$ cat src/rtl/rv_wb_arbiter.sv
// Two-master (fetch / load-store) to single Wishbone master arbiter with fetch anti-starvation.
// Optional bus timeout enabled by defining RV_WB_ARB_TIMEOUT_EN.
module rv_wb_arbiter #(
  parameter int unsigned TIMEOUT_CYCLES = 255
) (
  input  logic        i_clk,
  input  logic        i_reset_n,
  input  logic        i_instr_req,
  input  logic [31:0] i_instr_addr,
  output logic        o_instr_ack,
  output logic [31:0] o_instr_data,
  input  logic        i_data_req,
  input  logic        i_data_write,
  input  logic [31:0] i_data_addr,
  input  logic [31:0] i_data_wdata,
  input  logic [3:0]  i_data_sel,
  output logic        o_data_ack,
  output logic [31:0] o_data_rdata,
  output logic [31:0] o_wb_adr,
  output logic [31:0] o_wb_dat,
  output logic        o_wb_we,
  output logic [3:0]  o_wb_sel,
  output logic        o_wb_stb,
  output logic        o_wb_cyc,
  input  logic [31:0] i_wb_dat,
  input  logic        i_wb_ack,
  output logic        o_bus_err
);

  if (TIMEOUT_CYCLES < 1 || TIMEOUT_CYCLES > 65535) begin : g_bad_timeout
    $error("rv_wb_arbiter: TIMEOUT_CYCLES must be in 1..65535");
  end

  typedef enum logic [1:0] {
    IDLE  = 2'd0,
    INSTR = 2'd1,
    DATA  = 2'd2
  } state_t;

  state_t      state_q, state_d;
  logic        prio_q, prio_d;
  logic        cyc_q, cyc_d;
  logic [31:0] adr_q, adr_d;
  logic [31:0] dat_q, dat_d;
  logic [3:0]  sel_q, sel_d;
  logic        we_q, we_d;

  logic busy;
  logic timeout;
  logic done;

  assign busy = (state_q == INSTR) || (state_q == DATA);
  assign done = busy && (i_wb_ack || timeout);

`ifdef RV_WB_ARB_TIMEOUT_EN
  localparam logic [15:0] LastCount = 16'(TIMEOUT_CYCLES - 1);

  logic [15:0] cnt_q, cnt_d;

  // An ack arriving on the terminal count wins over the timeout.
  assign timeout = busy && !i_wb_ack && (cnt_q == LastCount);

  always_comb begin
    cnt_d = cnt_q;
    if (!busy) begin
      cnt_d = '0;
    end else if (!i_wb_ack) begin
      cnt_d = cnt_q + 16'd1;
    end
  end

  always_ff @(posedge i_clk or negedge i_reset_n) begin
    if (!i_reset_n) begin
      cnt_q <= '0;
    end else begin
      cnt_q <= cnt_d;
    end
  end
`else
  assign timeout = 1'b0;
`endif

  always_comb begin
    state_d = state_q;
    prio_d  = prio_q;
    cyc_d   = cyc_q;
    adr_d   = adr_q;
    dat_d   = dat_q;
    sel_d   = sel_q;
    we_d    = we_q;
    unique case (state_q)
      IDLE: begin
        // A pending fetch-priority flag overrides the default data-first order.
        if (i_instr_req && (prio_q || !i_data_req)) begin
          state_d = INSTR;
          prio_d  = 1'b0;
          cyc_d   = 1'b1;
          adr_d   = i_instr_addr;
          dat_d   = '0;
          sel_d   = '1;
          we_d    = 1'b0;
        end else if (i_data_req) begin
          state_d = DATA;
          cyc_d   = 1'b1;
          adr_d   = i_data_addr;
          dat_d   = i_data_wdata;
          sel_d   = i_data_sel;
          we_d    = i_data_write;
        end
      end
      INSTR, DATA: begin
        if (state_q == DATA && i_instr_req) begin
          prio_d = 1'b1;
        end
        if (done) begin
          state_d = IDLE;
          cyc_d   = 1'b0;
        end
      end
      default: begin
        state_d = IDLE;
        cyc_d   = 1'b0;
      end
    endcase
  end

  always_ff @(posedge i_clk or negedge i_reset_n) begin
    if (!i_reset_n) begin
      state_q <= IDLE;
      prio_q  <= 1'b0;
      cyc_q   <= 1'b0;
      adr_q   <= '0;
      dat_q   <= '0;
      sel_q   <= '0;
      we_q    <= 1'b0;
    end else begin
      state_q <= state_d;
      prio_q  <= prio_d;
      cyc_q   <= cyc_d;
      adr_q   <= adr_d;
      dat_q   <= dat_d;
      sel_q   <= sel_d;
      we_q    <= we_d;
    end
  end

  assign o_wb_cyc = cyc_q;
  assign o_wb_stb = cyc_q;
  assign o_wb_adr = adr_q;
  assign o_wb_dat = dat_q;
  assign o_wb_sel = sel_q;
  assign o_wb_we  = we_q;

  assign o_instr_ack  = (state_q == INSTR) && done;
  assign o_data_ack   = (state_q == DATA) && done;
  assign o_instr_data = timeout ? '0 : i_wb_dat;
  assign o_data_rdata = timeout ? '0 : i_wb_dat;
  assign o_bus_err    = timeout;

endmodule

$ cat config.mk
export PLATFORM = sky130hd
export DESIGN_NAME = rv_wb_arbiter
export DESIGN_NICKNAME = d
export VERILOG_FILES = /design/src/rtl/rv_wb_arbiter.sv
export SDC_FILE = /design/constraint.sdc
export NUM_CORES = 1
export LEC_CHECK = 0
export BUFFER_PORTS_ARGS = -buffer_cell sky130_fd_sc_hd__buf_2
export CORE_ASPECT_RATIO = 0.5
export CORE_MARGIN = 4
export CORE_UTILIZATION = 37
export CTS_CLUSTER_DIAMETER = 30
export DETAILED_ROUTE_END_ITERATION = 16
export PLACE_DENSITY_LB_ADDON = 0.12
export SLEW_MARGIN = 20
export SYNTH_ARGS = -nofsm -noshare
export SYNTH_HDL_FRONTEND = slang
export SYNTH_SLANG_ARGS = --single-unit
export TNS_END_PERCENT = 5
$ cat constraint.sdc
create_clock -name i_clk -period 1.6 [get_ports i_clk]
set_input_delay 0.24 -clock i_clk [delete_from_list [all_inputs] [get_ports i_clk]]
set_output_delay 0.24 -clock i_clk [all_outputs]
set_load 0.03 [all_outputs]
==> impl_table.tex, run 1 <==
\begin{tabular}{lr}
\hline
Metric & Value \\
\hline
\multicolumn{2}{l}{\textbf{Synth}} \\
Post-synth net total & 505 \\
Flop and latch count out of synthesis & 73 \\
Register area share after synthesis & 49.54\% \\
Cell variety after synth & 30 \\
Ys Warns & 0 \\
Post-synthesis cell area & 3687 um\^{}2 \\
Mapped Cells & 362 \\
Mean post-synth cell area & 10.19 um\^{}2 \\
\multicolumn{2}{l}{\textbf{Floorplanning}} \\
Floorplan core area & 9572 um\^{}2 \\
Total die area & 11720 um\^{}2 \\
Chip height & 78.59 um \\
Horizontal die dimension & 149.2 um \\
Num ports & 276 \\
Initial Utilization & 38.52\% \\
Row count & 25 \\
\multicolumn{2}{l}{\textbf{Finish}} \\
Most frequent cells in the layout & sky130\_fd\_sc\_hd\_\_buf\_2, sky130\_fd\_sc\_hd\_\_dfrtp\_1, sky130\_fd\_sc\_hd\_\_o21ai\_0, sky130\_fd\_sc\_hd\_\_a22o\_1, sky130\_fd\_sc\_hd\_\_nor2\_1 \\
Synthesis-to-layout area growth & 29.66\% \\
Most frequent standard cell in the layout excluding fill and tap cells & sky130\_fd\_sc\_hd\_\_buf\_2 \\
Non-filler instance count after layout & 623 \\
Final core area utilization & 49.95\% \\
Layout Nets & 626 \\
Proportion of layout cells with a drive suffix above 1 & 47.34\% \\
Antenna diode count & 0 \\
\multicolumn{2}{l}{\textbf{STA}} \\
Maximum clock frequency & 0.6304 GHz \\
Clock period minus final worst setup slack & 1.586 ns \\
Unrepaired setup endpoints after global routing & true \\
Max\_slew headroom & 61.29\% \\
Tightest Pin Transition & 0.5798 ns \\
Post-Route Setup TNS & 0 ns \\
Setup-violating endpoint count in the final report & 0 \\
Period Utilization, post-route & 99.14\% \\
Final Max Slew Viols & 0 \\
Final Skew & 0.005169 ns \\
Final hold vios & 0 \\
\multicolumn{2}{l}{\textbf{Clocking}} \\
Clock transition at path regs & 0.06 ns \\
Skew-Pair Late Insertion Delay & 0.34 ns \\
Total clock buffers created by CTS & 9 \\
CTS Sinks & 73 \\
CTS tree & done \\
Number of H-tree levels & 3 \\
Number of buffers on the longest clock path & 2 \\
Clock Tree Root & sky130\_fd\_sc\_hd\_\_clkbuf\_16 \\
\multicolumn{2}{l}{\textbf{Critical path}} \\
Data required, critical path & 1.36 ns \\
Depth of the worst register-to-register path & 8 \\
WP buf/inv & 2 \\
Setup crit start kind & flop \\
Slowest CP cell & sky130\_fd\_sc\_hd\_\_dfrtp\_1 \\
Critical R2R Launch & state\_q[0]\$\_DFFE\_PN0P\_ \\
CP Max Fanout & 3 \\
Critical path capture point type & output port \\
Stage delay of the slowest cell on the critical path & 0.39 ns \\
Reg-to-Reg End & o\_wb\_dat[19]\$\_DFFE\_PN0P\_ \\
Sequence of cells on the critical path & inv\_2, ha\_4, and3\_4, buf\_6 \\
Path type of the worst setup path & reg2out \\
Data arrival at the endpoint of the critical path & 1.35 ns \\
Reg-to-reg setup timing slack & 0.04 ns \\
Category of cells accounting for the largest share of critical-path delay & flip-flops \\
\multicolumn{2}{l}{\textbf{Route}} \\
Sum of met2 wire segment lengths after detailed routing & 6.222 mm \\
TritonRoute pass-1 iters & 4 \\
Antenna-violating nets left & 0 \\
Highest routed layer & met4 \\
Final routed DRC violation total & 0 \\
Detailed-route via count & 3157 \\
Routed wl met3 & 838 um \\
DR vias/cell & 5.067 \\
DRC violation total after the first TritonRoute iteration & 220 \\
Routed Wire Length & 11.97 mm \\
Wire length the detailed router placed on met1 & 4.577 mm \\
Final routed wire length divided by cell count & 19.22 um \\
\multicolumn{2}{l}{\textbf{Placed design}} \\
HPWL Detailed & 8.169 mm \\
Global placement routability congestion & 0.7549 \\
Count of buffers from port buffering & 178 \\
Cell count after placement & 594 \\
\multicolumn{2}{l}{\textbf{Global routing}} \\
Vias in the first global route & 3154 \\
Initial antenna violation count & 0 \\
Remaining Overflow, GRT & 0 \\
First-pass GRT wire length & 17.54 mm \\
Global Route Usage Sum & 19.18\% \\
Largest net degree at the start of global routing & 74 \\
\multicolumn{2}{l}{\textbf{Pwr}} \\
Worst vdd rail ir drop & 0.6905 mV \\
Total leakage power & 0.002345 uW \\
PwrDens & 2305 nW/um\^{}2 \\
\multicolumn{2}{l}{\textbf{Worst hold path}} \\
Path type of the worst min-delay path & in2reg \\
Worst hold endpoint & o\_wb\_sel[1]\$\_DFFE\_PN0P\_ \\
Hold Startpoint & i\_data\_sel[1] \\
Number of instances on the worst hold path & 2 \\
\multicolumn{2}{l}{\textbf{Flow run}} \\
Max Cap Viol & 0 \\
\multicolumn{2}{l}{\textbf{Outcome}} \\
Outcome & complete, no violations \\
\hline
\end{tabular}
how the worst max path moves through the flow:
stage	start	endpoint	cells after the start
2_1_floorplan	state_q[0]$_DFFE_PN0P_	o_wb_cyc$_DFFE_PN0P_	5
3_3_place_gp	state_q[1]$_DFFE_PN0P_	o_wb_cyc$_DFFE_PN0P_	5
3_5_place_dp	state_q[1]$_DFFE_PN0P_	o_wb_cyc$_DFFE_PN0P_	5
4_1_cts	state_q[0]$_DFFE_PN0P_	o_data_ack	5
5_1_grt	state_q[0]$_DFFE_PN0P_	o_data_ack	5
6_report	state_q[0]$_DFFE_PN0P_	o_data_ack	4
per-stage QoR:
step	worst slack (ns)	cell area, um^2	total power [uW]	hold WS [ns]
6_report	0.01376	4781	11020	0.1128
5_1_grt	-0.05155	4781	11680	0.1046
4_1_cts	-0.001842	4629	10740	0.1036
3_5_place_dp	0.04799	4232	8404	0.2914
3_3_place_gp	0.05323	4232	8390	0.2917
2_1_floorplan	0.1120	3687	7074	-0.05559
area by class of cell:
cell class / instances / area (um^2)
Fill cell: 955 / 4791
Sequential cell: 73 / 1827
Clock buffer: 11 / 242.7
Tap cell: 135 / 168.9
Multi-Input combinational cell: 191 / 1237
Timing Repair Buffer: 204 / 1211
Inverter: 4 / 15.01
Clock inverter: 5 / 78.83
cell usage after synthesis, drive strengths merged:
cell type / count / area, um^2
conb: 1 / 3.750
nand2: 1 / 3.750
clkbuf: 11 / 41.29
a31oi: 32 / 200.2
o21ai: 36 / 187.7
o22a: 4 / 35.03
and3: 1 / 6.260
nor2b: 1 / 6.260
o21bai: 1 / 7.510
a21oi: 34 / 185.2
mux2: 1 / 11.26
nor2: 33 / 123.9
mux2i: 1 / 10.01
dfrtp: 73 / 1827
nand2b: 1 / 6.260
ha: 5 / 62.56
and2: 1 / 6.260
a22o: 34 / 297.8
o21a: 1 / 7.510
nor4: 1 / 6.260
a31o: 1 / 8.760
buf: 83 / 619.3
inv: 4 / 15.01
and2b: 1 / 8.760
state kept, by name, summed over array words and instances (netlist names):
name	cells
o_wb_adr	32
o_wb_sel	4
prio_q	1
state_q	2
o_wb_dat	32
o_wb_we	1
o_wb_cyc	1
logic make-up after synthesis:
kind of cell / after synthesis / synth area share (%)
muxes: 2 / 0.5768
DFF: 73 / 49.54
other: 1 / 0.1017
AOI/OAI and AO/OA: 143 / 25.21
and+or+nand+nor: 40 / 4.548
adders and majority gates: 5 / 1.697
buffers and inverters: 98 / 18.32
power breakdown:
part | switching (uW) | internal [uW] | leakage [uW] | total (uW)
registers | 438 | 2700 | 0.000871 | 3140
logic | 3640 | 2080 | 0.00131 | 5720
clock network | 758 | 1400 | 0.000159 | 2160
repair_timing:
action                                 in CTS  in global routing
buffers inserted                            3                  5
setup endpoints to repair                   1                 68
endpoints found under the hold margin      73                  0
pin swaps                                   1                  1
gates cloned                                0                  4
gates resized for setup                    11                  3
hold buffers                                1                  0
per-layer routing:
layer / up-vias / track usage (%)
met1: 1510 / 22.20
li1: 1466 / -
met5: - / 0
met2: 131 / 32.63
met4: 0 / 8.037
met3: 50 / 6.632
Note: power is estimated with default switching activity, not from simulation.
==> run 2, diff against run 1 <==
RECOVER_POWER = 100   (was default)
SLEW_MARGIN = 40   (was 20)
==> impl_table.tex, run 2 (synthesis gave the netlist of run 1 again) <==
\begin{tabular}{lr}
\hline
Metric & Value \\
\hline
\multicolumn{2}{l}{\textbf{Global routing}} \\
Initial antenna violation count & 0 \\
First-pass GRT wire length & 17.54 mm \\
Remaining Overflow, GRT & 0 \\
Vias in the first global route & 3154 \\
Global Route Usage Sum & 19.18\% \\
Largest net degree at the start of global routing & 74 \\
\multicolumn{2}{l}{\textbf{STA}} \\
Maximum clock frequency & 0.6289 GHz \\
Post-Route Setup TNS & 0 ns \\
Final Max Slew Viols & 0 \\
Period Utilization, post-route & 99.39\% \\
Tightest Pin Transition & 0.9419 ns \\
Worst hold slack across all endpoints & 0.1126 ns \\
Unrepaired setup endpoints after global routing & true \\
Final hold vios & 0 \\
Clock period minus final worst setup slack & 1.590 ns \\
Final Skew & 0.005308 ns \\
Max\_slew headroom & 37.21\% \\
Setup-violating endpoint count in the final report & 0 \\
\multicolumn{2}{l}{\textbf{Finish}} \\
Filler Cell Count & 985 \\
Final core area utilization & 48.69\% \\
Area occupied by multi-input gates & 1230 um\^{}2 \\
Antenna diode count & 0 \\
Layout Nets & 626 \\
Synthesis-to-layout area growth & 26.40\% \\
Proportion of layout cells with a drive suffix above 1 & 32.38\% \\
Sequential cell area & 1827 um\^{}2 \\
Non-filler instance count after layout & 623 \\
Most frequent cells in the layout & sky130\_fd\_sc\_hd\_\_buf\_2, sky130\_fd\_sc\_hd\_\_dfrtp\_1, sky130\_fd\_sc\_hd\_\_clkbuf\_1 \\
Most frequent standard cell in the layout excluding fill and tap cells & sky130\_fd\_sc\_hd\_\_buf\_2 \\
\multicolumn{2}{l}{\textbf{Critical path}} \\
Setup crit start kind & flop \\
Data required, critical path & 1.36 ns \\
Source of the critical timing path & state\_q[0]\$\_DFFE\_PN0P\_ \\
Depth of the worst register-to-register path & 8 \\
Critical path capture point type & output port \\
CP Max Fanout & 3 \\
Critical R2R Launch & state\_q[0]\$\_DFFE\_PN0P\_ \\
Data arrival at the endpoint of the critical path & 1.35 ns \\
Path type of the worst setup path & reg2out \\
\multicolumn{2}{l}{\textbf{Floorplanning}} \\
Chip height & 78.59 um \\
Initial Utilization & 38.52\% \\
Total die area & 11720 um\^{}2 \\
Horizontal die dimension & 149.2 um \\
Row count & 25 \\
Floorplan core area & 9572 um\^{}2 \\
Num ports & 276 \\
\multicolumn{2}{l}{\textbf{Route}} \\
Routed Wire Length & 12.01 mm \\
TritonRoute pass-1 iters & 4 \\
Final routed wire length divided by cell count & 19.28 um \\
DR vias/cell & 5.117 \\
Antenna-violating nets left & 0 \\
Detailed-route via count & 3188 \\
DRC violation total after the first TritonRoute iteration & 172 \\
Final routed DRC violation total & 0 \\
\multicolumn{2}{l}{\textbf{Worst hold path}} \\
Hold Startpoint & i\_data\_sel[1] \\
Path type of the worst min-delay path & in2reg \\
Number of instances on the worst hold path & 2 \\
\multicolumn{2}{l}{\textbf{Pwr}} \\
Final Power & 10760 uW \\
Worst vdd rail ir drop & 0.6873 mV \\
PwrDens & 2309 nW/um\^{}2 \\
Total leakage power & 0.002126 uW \\
\multicolumn{2}{l}{\textbf{Clocking}} \\
Number of buffers on the longest clock path & 2 \\
Clock Tree Root & sky130\_fd\_sc\_hd\_\_clkbuf\_16 \\
Number of H-tree levels & 3 \\
CTS Sinks & 73 \\
Skew-Pair Late Insertion Delay & 0.34 ns \\
CTS tree & done \\
Clock transition at path regs & 0.06 ns \\
Total clock buffers created by CTS & 9 \\
\multicolumn{2}{l}{\textbf{Placed design}} \\
Cell count after placement & 594 \\
Global placement routability congestion & 0.7549 \\
Count of buffers from port buffering & 178 \\
HPWL Detailed & 8.169 mm \\
\multicolumn{2}{l}{\textbf{Flow run}} \\
Max Cap Viol & 0 \\
\multicolumn{2}{l}{\textbf{Outcome}} \\
Outcome & complete, no violations \\
\hline
\end{tabular}
## run 2: cell types whose count changed in the layout (fill, tap and decap cells not counted), sizes merged
cell / change
buf: -73
clkbuf: +73
## run 2: report_power, final
group / internal, uW / switching (uW) / leakage [uW]
Sequential: 2700 / 463 / 0.000871
Combinational: 1800 / 3630 / 0.00110
Clock: 1400 / 764 / 0.000159
Total: 5910 / 4850 / 0.00213
## run 2: critical path, stage by stage (launching register included)
cell	delay [ns]
sky130_fd_sc_hd__dfrtp_1	0.39
sky130_fd_sc_hd__inv_2	0.11
sky130_fd_sc_hd__ha_4	0.22
sky130_fd_sc_hd__and3_4	0.18
sky130_fd_sc_hd__buf_6	0.13
## run 2: through the flow
step,instance area [um^2],setup slack [ns]
floorplan,3687,0.1120
global placement,4232,0.05323
detailed placement,4232,0.04799
CTS,4629,-0.001842
global route,4661,-0.05155
finish,4661,0.009819
## run 2: routing by layer
metal / GRT usage [%] / routed length, um
met1: 22.20 / 4643
met2: 32.63 / 6179
met3: 6.632 / 849
met4: 8.037 / 341
met5: 0 / 0
## run 2: timing repair
action | 4_1_cts | 5_1_grt
pin swaps | 1 | 1
cloned | 0 | 4
hold endpoints to repair | 73 | 0
setup endpoints to repair | 1 | 68
hold buffers | 1 | 0
resized for setup | 11 | 3
buffers inserted | 3 | 5
## run 2: worst paths after layout
check                                           end  slack, ns
max in group asynchronous   o_wb_adr[6]$_DFFE_PN0P_       0.29
hold reg to reg            o_wb_dat[12]$_DFFE_PN0P_       0.50
hold / removal              o_wb_sel[1]$_DFFE_PN0P_       0.11
setup reg to reg           o_wb_dat[19]$_DFFE_PN0P_       0.05
min in group asynchronous  o_wb_dat[15]$_DFFE_PN0P_       0.70
setup / recovery                         o_data_ack       0.01
## run 2: final cells by class
cell class	count	share of cell area (%)
repair buffers	204	23.57
inverters	4	0.3221
clock inverters	5	1.691
multi-input cells	191	26.39
clock buffers	11	5.208
flip-flops and latches	73	39.19
well taps	135	3.624
